<file path="src/rtl/serial_addsub_if.sv">
// Start/done handshake and operand/result bundle for the bit-serial adder/subtractor.
interface serial_addsub_if #(
  parameter int WIDTH = 16
);
  logic             start;
  logic [WIDTH-1:0] a;
  logic [WIDTH-1:0] b;
  logic             sub;
  logic             busy;
  logic             done;
  logic [WIDTH-1:0] result;
  logic             cout;
  logic             overflow;

  modport master (
    output start, a, b, sub,
    input  busy, done, result, cout, overflow
  );

  modport slave (
    input  start, a, b, sub,
    output busy, done, result, cout, overflow
  );
endinterface

</file>
<file path="src/rtl/serial_addsub.sv">
// Bit-serial two's-complement adder/subtractor, one bit per clock, LSB first.
// Optional macro SERIAL_ADDSUB_SAT_EN saturates the result on signed overflow.
//
// state  | meaning
// IDLE   | waiting for start; outputs hold the last result
// RUN    | shifting one bit per cycle through the full adder
// DONE   | one-cycle done pulse; a new start here is accepted
module serial_addsub #(
  parameter int WIDTH = 16
) (
  input  logic           clk,
  input  logic           reset,
  serial_addsub_if.slave bus
);
  localparam int CW = $clog2(WIDTH);

  localparam logic [1:0] S_IDLE = 2'd0;
  localparam logic [1:0] S_RUN  = 2'd1;
  localparam logic [1:0] S_DONE = 2'd2;

  logic [1:0]       state_q, state_d;
  logic [WIDTH-1:0] opa_q, opa_d;
  logic [WIDTH-1:0] opb_q, opb_d;
  logic [WIDTH-1:0] acc_q, acc_d;
  logic [WIDTH-1:0] result_q, result_d;
  logic [CW-1:0]    cnt_q, cnt_d;
  logic             carry_q, carry_d;
  logic             cout_q, cout_d;
  logic             ovf_q, ovf_d;

  logic             sum_bit;
  logic             carry_nxt;
  logic             last_bit;
  logic             ovf_raw;
  logic             accept;
  logic [WIDTH-1:0] acc_shift;
  logic [WIDTH-1:0] res_final;

  assign sum_bit   = opa_q[0] ^ opb_q[0] ^ carry_q;
  assign carry_nxt = (opa_q[0] & opb_q[0]) | (opa_q[0] & carry_q) | (opb_q[0] & carry_q);
  assign acc_shift = {sum_bit, acc_q[WIDTH-1:1]};
  assign last_bit  = (cnt_q == CW'(WIDTH - 1));
  // While the MSB is being processed, carry_q already is the carry into the MSB.
  assign ovf_raw   = carry_q ^ carry_nxt;
  assign accept    = bus.start && ((state_q == S_IDLE) || (state_q == S_DONE));

`ifdef SERIAL_ADDSUB_SAT_EN
  // opa_q[0] holds the operand A sign bit during the final bit cycle.
  assign res_final = !ovf_raw  ? acc_shift :
                     opa_q[0]  ? {1'b1, {(WIDTH-1){1'b0}}} :
                                 {1'b0, {(WIDTH-1){1'b1}}};
`else
  assign res_final = acc_shift;
`endif

  always_comb begin
    state_d  = state_q;
    opa_d    = opa_q;
    opb_d    = opb_q;
    acc_d    = acc_q;
    result_d = result_q;
    cnt_d    = cnt_q;
    carry_d  = carry_q;
    cout_d   = cout_q;
    ovf_d    = ovf_q;
    case (state_q)
      S_IDLE, S_DONE: begin
        if (accept) begin
          opa_d   = bus.a;
          opb_d   = bus.sub ? ~bus.b : bus.b;
          carry_d = bus.sub;
          cnt_d   = '0;
          state_d = S_RUN;
        end else begin
          state_d = S_IDLE;
        end
      end
      S_RUN: begin
        opa_d   = {1'b0, opa_q[WIDTH-1:1]};
        opb_d   = {1'b0, opb_q[WIDTH-1:1]};
        acc_d   = acc_shift;
        carry_d = carry_nxt;
        cnt_d   = cnt_q + CW'(1);
        if (last_bit) begin
          state_d  = S_DONE;
          result_d = res_final;
          cout_d   = carry_nxt;
          ovf_d    = ovf_raw;
        end
      end
      default: state_d = S_IDLE;
    endcase
  end

  always_ff @(posedge clk or posedge reset) begin
    if (reset) begin
      state_q  <= S_IDLE;
      opa_q    <= '0;
      opb_q    <= '0;
      acc_q    <= '0;
      result_q <= '0;
      cnt_q    <= '0;
      carry_q  <= 1'b0;
      cout_q   <= 1'b0;
      ovf_q    <= 1'b0;
    end else begin
      state_q  <= state_d;
      opa_q    <= opa_d;
      opb_q    <= opb_d;
      acc_q    <= acc_d;
      result_q <= result_d;
      cnt_q    <= cnt_d;
      carry_q  <= carry_d;
      cout_q   <= cout_d;
      ovf_q    <= ovf_d;
    end
  end

  assign bus.busy     = (state_q == S_RUN);
  assign bus.done     = (state_q == S_DONE);
  assign bus.result   = result_q;
  assign bus.cout     = cout_q;
  assign bus.overflow = ovf_q;
endmodule

</file>
<file path="src/flat_wrapper.sv">
// flat-port wrapper written by rule: the top's interface ports become plain ports
module serial_addsub_flat 
#(
  parameter int WIDTH = 16
)
  (clk, reset, bus_start, bus_a, bus_b, bus_sub, bus_busy, bus_done, bus_result, bus_cout, bus_overflow);
  serial_addsub_if #(.WIDTH(WIDTH)) bus_i ();
  input  logic clk;
  input  logic reset;
  input wire logic [$bits(bus_i.start)-1:0] bus_start;
  input wire logic [$bits(bus_i.a)-1:0] bus_a;
  input wire logic [$bits(bus_i.b)-1:0] bus_b;
  input wire logic [$bits(bus_i.sub)-1:0] bus_sub;
  output wire logic [$bits(bus_i.busy)-1:0] bus_busy;
  output wire logic [$bits(bus_i.done)-1:0] bus_done;
  output wire logic [$bits(bus_i.result)-1:0] bus_result;
  output wire logic [$bits(bus_i.cout)-1:0] bus_cout;
  output wire logic [$bits(bus_i.overflow)-1:0] bus_overflow;
  assign bus_i.start = bus_start;
  assign bus_i.a = bus_a;
  assign bus_i.b = bus_b;
  assign bus_i.sub = bus_sub;
  assign bus_busy = bus_i.busy;
  assign bus_done = bus_i.done;
  assign bus_result = bus_i.result;
  assign bus_cout = bus_i.cout;
  assign bus_overflow = bus_i.overflow;
  serial_addsub #(.WIDTH(WIDTH)) u_core (.clk(clk), .reset(reset), .bus(bus_i));
endmodule
</file>
<file path="config.mk">
export PLATFORM = sky130hd
export DESIGN_NAME = serial_addsub_flat
export DESIGN_NICKNAME = d
export VERILOG_FILES = /design/src/rtl/serial_addsub_if.sv /design/src/rtl/serial_addsub.sv /design/src/flat_wrapper.sv
export SDC_FILE = /design/constraint.sdc
export NUM_CORES = 1
export LEC_CHECK = 0
export ABC_AREA = 1
export CAP_MARGIN = 20
export CORE_MARGIN = 2
export CORE_UTILIZATION = 33
export DETAILED_ROUTE_END_ITERATION = 8
export SLEW_MARGIN = 20
export SYNTH_ARGS = -nofsm -noshare
export SYNTH_HDL_FRONTEND = slang
export SYNTH_SLANG_ARGS = --single-unit
</file>
<file path="constraint.sdc">
create_clock -name clk -period 3.35 [get_ports clk]
set_input_delay 0.335 -clock clk [delete_from_list [all_inputs] [get_ports clk]]
set_output_delay 0.335 -clock clk [all_outputs]
set_load 0.005 [all_outputs]
</file>
==> results of run 1 <==
-- worst max-delay path: cells and delay by family, from the launching register on --
kind / cells / cell delay (ps)
buffers and inverters: 3 / 990
DFF: 1 / 370
and+or+nand+nor: 1 / 60
-- path summary, 6_finish.rpt --
path | from | end | slack [ps] | cells after the start
max | u_core.state_q[1] | bus_busy | 1260 | 4
min | u_core.bus.result[9] | u_core.bus.result[9] | 470 | 2
max reg2reg | u_core.state_q[1] | u_core.bus.overflow | 1530 | 7
min reg2reg | u_core.bus.result[9] | u_core.bus.result[9] | 470 | 2
max in group asynchronous | reset | u_core.acc_q[12] | 2170 | 3
min in group asynchronous | reset | u_core.bus.result[15] | 570 | 3
-- logic make-up after synthesis --
family | share of synthesized area
and+or+nand+nor | 0.372
DFF | 0.548
buffers and inverters | 0.0590
AOI/OAI and AO/OA | 0.00609
xor gates and xnor gates | 0.00533
adders and majority gates | 0.00989
-- routing by layer --
metal  up-vias  share of wire  GRT usage
li1       1401              -          -
met1      1209           0.49      0.169
met2        45           0.46      0.234
met3        10          0.037     0.0233
met4         0          0.016     0.0589
met5         -              0          0
-- metrics by stage --
| stage | hold slack (ps) | utilization | total power, mW | setup slack (ps) | instances |
|---|---|---|---|---|---|
| 2_1_floorplan | 442 | - | 2.30 | 1190 | 427 |
| 3_3_place_gp | 454 | 0.405 | 2.70 | 1260 | 600 |
| 3_5_place_dp | 458 | 0.405 | 2.75 | 1230 | 600 |
| 4_1_cts | 478 | 0.428 | 3.54 | 1230 | 616 |
| 5_1_grt | 501 | 0.428 | 3.82 | 1130 | 616 |
| 6_report | 471 | 0.428 | 3.49 | 1260 | 616 |
-- area by class of cell --
cell class                 instances  area (um^2)
clock buffer                       9          124
fill                            1032         5570
timing repair buffer              59          581
clock inverter                     7          103
sequential                        72         1800
tap                              133          166
multi-input combinational        311         1290
inverter                          25         93.8
-- flip-flops by register name, indices dropped and copies added (netlist names) --
register             flops
u_core.bus.overflow      1
u_core.bus.result       16
u_core.opa_q            16
u_core.opb_q            16
u_core.state_q           2
u_core.carry_q           1
u_core.acc_q            15
u_core.cnt_q             4
u_core.bus.cout          1
-- cells in the mapped netlist (all sizes together) --
library cell	n	area (um^2)
nand4	1	6.26
inv	25	93.8
ha	1	12.5
nand3	40	200
or2	7	43.8
clkbuf	5	18.8
dfrtp	72	1800
buf	14	81.3
nor2	22	90.1
a21oi	1	5.00
fa	1	20.0
nand2	233	882
o21ai	3	15.0
xor2	2	17.5
-- power groups by stage --
stage	clock (mW)	sequential, mW	combinational, mW
2_1_floorplan	0	1.46	0.839
3_3_place_gp	0	1.50	1.20
3_5_place_dp	0	1.50	1.25
4_1_cts	0.798	1.50	1.25
5_1_grt	0.828	1.55	1.44
6_report	0.772	1.49	1.22
==> run_results.csv, run 1 <==
group,metric,value,unit
clock_tree,ctsResizeCount,0,
route,route.detailed.wl_per_inst,10.9,um
logic_synthesis,seq_area_frac_synth,0.548,
clock_tree,cts_hold_repair.buffers,0,
route,detailedRoute.firstIterationViolations,112,
layout,leading_cell_type_in_the_layout_fill_and_taps_excluded,"sky130_fd_sc_hd__nand2_1",
clock_tree,cts.root.buffer_cell,"sky130_fd_sc_hd__clkbuf_8",
global_routing,grt_util_all_layers,0.136,
sta,rsz0062_at_grt,"no",
global_routing,first_pass_grt_wire_length,12100,um
power,combinationalPowerShare,0.350,
flow_run,maxCapViolations,0,
sta,final.min_clock_period,2090,ps
setup_path,timing.setup.critical_path_class,"flip-flop to output pin",
route,drt_first_pass_iters,4,
clock_tree,cts_buffers,9,
route,remaining_number_of_nets_flagged_by_the_antenna_check_after_routing,0,
logic_synthesis,netlist_area,3290,um^2
die,vertical_die_dimension,104,um
die,design.die.area,10800,um^2
logic_synthesis,post_synth_num_cell_types,19,
layout,antenna_cells,0,
layout,mostFrequentLayoutCells,"230 x sky130_fd_sc_hd__nand2_1, 72 x sky130_fd_sc_hd__dfrtp_1, 55 x sky130_fd_sc_hd__clkdlybuf4s50_1",
sta,timing.final.crit_share,0.624,
clock_tree,largest_buffer_count_on_any_clock_path,2,
global_routing,grt_antenna_before_repair,0,
power,total_leakage_power,2.16,nW
logic_synthesis,yosysWarningCount,0,
route,detailroute.via_count,2665,
logic_synthesis,syn_nets,465,
sta,finalSetupTns,0,ps
setup_path,worstPathArrival,1750,ps
placement,postPlaceCellArea,3940,um^2
setup_path,critical_path.slowest_cell,"sky130_fd_sc_hd__clkdlybuf4s50_1",
logic_synthesis,syn_avg_cell_area,7.70,um^2
clock_tree,cts.clk_slew.worst_paths,80,ps
logic_synthesis,synth.ff_latch_count,72,
layout,finish.net_count,516,
logic_synthesis,synthesis.instances,427,
die,fp.dieW,104,um
global_routing,grt_start_max_net_pins,73,
global_routing,global_route.overflow_total,0,
setup_path,crit_path_end_kind,"output pin",
setup_path,timing.critical_path.from_type,"flip-flop",
route,drt_drc_violations_left,0,
sta,fmax,479,MHz
power,power_per_cell_area,838,nW/um^2
route,route.detailed.vias_per_inst,4.33,
die,placementRows,36,
setup_path,cp_slowest_stage_delay,590,ps
clock_tree,worst_skew_pair.late_latency,350,ps
sta,report.final.setup_viol,0,
global_routing,via_count_of_the_first_global_routing_pass,2672,
sta,timing.max_slew.rel_slack,0.348,
sta,finalHoldViolCount,0,
sta,max_slew.worst_pin.slew,975,ps
power,share_clk_of_total_power,0.221,
setup_path,timing.critical_path.fanout_max,25,
sta,slew_viol_final,0,
setup_path,cells_traversed_along_the_worst_timing_path,"inv_1, nand2_2, inv_2, clkdlybuf4s50_1",
placement,place.detailed.hpwl,4290,um
layout,final_cell_area,4160,um^2
die,design.core.area,9730,um^2
die,initial_core_utilization,0.338,
route,postRouteWirelength,6740,um
placement,finalWeightedCongestion,0.724,
clock_tree,cts_tree,"yes",
clock_tree,tritoncts_num_sinks,72,
power,power.share.switching,0.363,
power,netSwitchingPower,1.27,mW
power,seq_power_share,0.428,
layout,drive_above_1_share,0.0704,
placement,placement.io_buffers,55,
layout,area_growth,26.6,%
die,num_io_pins,56,
outcome,run_status,"completed",
setup_path,critical_path_required_time,3010,ps
power,worst_vdd_drop,259,uV
sta,timing.clock.skew,11.3,ps
clock_tree,post_cts.repair.setup_buffers,0,
clock_tree,htreeDepth,3,
power,power_report.internal_total,2.22,mW
worst_hold_path,holdCritPathClass,"flip-flop to flip-flop",
Power figures use the tool's default switching activity.
==> run 2: changes to the inputs <==
==> constraint.sdc (replaced) <==
create_clock -name clk -period 1.8 [get_ports clk]
set_input_delay 0.18 -clock clk [delete_from_list [all_inputs] [get_ports clk]]
set_output_delay 0.18 -clock clk [all_outputs]
set_load 0.005 [all_outputs]
==> run_results.csv, run 2 (synthesis results as in run 1) <==
group,metric,value,unit
setup_path,critical_path_required_time,1620,ps
clock_tree,htreeDepth,3,
sta,finalHoldViolCount,0,
power,share_clk_of_total_power,0.198,
sta,rsz0062_at_grt,"no",
setup_path,timing.critical_path.fanout_max,11,
setup_path,worst_r2r_startpoint,"u_core.state_q[1]",
die,vertical_die_dimension,104,um
die,placementRows,36,
setup_path,crit_path_end_kind,"output pin",
global_routing,first_pass_grt_wire_length,12100,um
clock_tree,cts.clk_slew.worst_paths,70,ps
power,power.share.switching,0.366,
die,num_io_pins,56,
sta,timing.final.crit_share,0.952,
clock_tree,largest_buffer_count_on_any_clock_path,2,
sta,fmax,584,MHz
global_routing,grt_util_all_layers,0.137,
layout,final_layout_fill_cell_count,1018,
sta,max_slew.worst_pin.slew,628,ps
route,route.detailed.wl_per_inst,10.5,um
die,design.die.area,10800,um^2
layout,multi_input_area,1310,um^2
layout,antenna_cells,0,
global_routing,via_count_of_the_first_global_routing_pass,2625,
placement,placement.io_buffers,55,
clock_tree,post_cts.repair.setup_buffers,0,
power,combinationalPowerShare,0.367,
clock_tree,cts_buffers,9,
global_routing,grt_antenna_before_repair,0,
clock_tree,tritoncts_num_sinks,72,
power,netSwitchingPower,2.33,mW
outcome,run_status,"completed",
route,drt_drc_violations_left,0,
sta,report.final.setup_viol,0,
layout,leading_cell_type_in_the_layout_fill_and_taps_excluded,"sky130_fd_sc_hd__nand2_1",
power,p_total,6.38,mW
die,fp.dieW,104,um
layout,finish.utilization,0.433,
global_routing,grt_start_max_net_pins,73,
power,total_leakage_power,2.18,nW
power,power_report.internal_total,4.04,mW
sta,slew_viol_final,0,
layout,finish.net_count,520,
setup_path,crit_start,"u_core.state_q[1]",
route,detailroute.via_count,2681,
power,seq_power_share,0.436,
setup_path,timing.critical_path.from_type,"flip-flop",
clock_tree,worst_skew_pair.late_latency,350,ps
layout,layout.area.seq,1800,um^2
sta,finalSetupTns,0,ps
route,route.detailed.vias_per_inst,4.32,
route,remaining_number_of_nets_flagged_by_the_antenna_check_after_routing,0,
power,power_per_cell_area,1510,nW/um^2
sta,timing.clock.skew,12.9,ps
power,worst_vdd_drop,629,uV
setup_path,worstPathArrival,1530,ps
route,drt_first_pass_iters,4,
setup_path,timing.setup.critical_path_class,"flip-flop to output pin",
route,postRouteWirelength,6510,um
sta,timing.max_slew.rel_slack,0.581,
clock_tree,cts_hold_repair.buffers,0,
placement,place.detailed.hpwl,4300,um
layout,mostFrequentLayoutCells,"230 x sky130_fd_sc_hd__nand2_1, 71 x sky130_fd_sc_hd__dfrtp_1, 55 x sky130_fd_sc_hd__clkdlybuf4s50_1",
die,initial_core_utilization,0.338,
layout,drive_above_1_share,0.0780,
clock_tree,cts_tree,"yes",
global_routing,global_route.overflow_total,0,
placement,finalWeightedCongestion,0.703,
die,design.core.area,9730,um^2
route,detailedRoute.firstIterationViolations,193,
sta,final.min_clock_period,1710,ps
clock_tree,cts.root.buffer_cell,"sky130_fd_sc_hd__clkbuf_8",
layout,area_growth,28.2,%
flow_run,maxCapViolations,0,
worst_hold_path,holdCritPathClass,"primary input to asynchronous set/reset pin",
sta,timing.hold.ws,295,ps
run 2: timing repair:
item / 4_1_cts / 5_1_grt
setup endpoints to repair: 1 / 19
hold endpoints to repair: 0 / 0
resized for setup: 1 / 2
run 2: worst max-delay path, stage by stage (launching register included):
cell and delay (ps):
sky130_fd_sc_hd__dfrtp_1 360, sky130_fd_sc_hd__inv_1 100, sky130_fd_sc_hd__nand2_4 110, sky130_fd_sc_hd__inv_2 80, sky130_fd_sc_hd__clkdlybuf4s50_1 530
run 2: routing by layer:
layer / routed length [um] / track usage / vias up
li1: - / - / 1410
met1: 3090 / 0.176 / 1212
met2: 3030 / 0.224 / 49
met3: 250 / 0.0258 / 10
met4: 127 / 0.0637 / 0
met5: 0 / 0 / -
run 2: power by group through the flow:
stage	registers, mW	logic, mW	clock network [mW]
6_report	2.78	2.34	1.26
5_1_grt	2.88	2.75	1.39
4_1_cts	2.78	2.39	1.31
3_5_place_dp	2.80	2.37	0
3_3_place_gp	2.79	2.31	0
2_1_floorplan	2.72	1.56	0
run 2: per-stage QoR:
step	instances	instance area, um^2	setup slack [ps]
global placement	604	4010	187
detailed placement	604	4010	114
finish	620	4220	87.1
CTS	620	4210	40.1
global route	620	4220	1.06
floorplan	427	3290	504
run 2: final timing paths:
kind | endpoint | slack [ps] | cells after the start
setup / recovery | bus_busy | 90 | 4
hold / removal | u_core.carry_q | 300 | 3
setup reg to reg | u_core.bus.cout | 320 | 7
hold reg to reg | u_core.bus.result[11] | 470 | 2
max in group asynchronous | u_core.state_q[0] | 1210 | 3
min in group clk | u_core.opa_q[15] | 390 | 3
run 2: cell type report:
class | count | area share
Tap cell | 133 | 0.0395
Clock buffer | 10 | 0.0303
Clock inverter | 6 | 0.0163
Sequential cell | 72 | 0.428
Inverter | 25 | 0.0231
Timing Repair Buffer | 63 | 0.154
Multi-Input combinational cell | 311 | 0.309
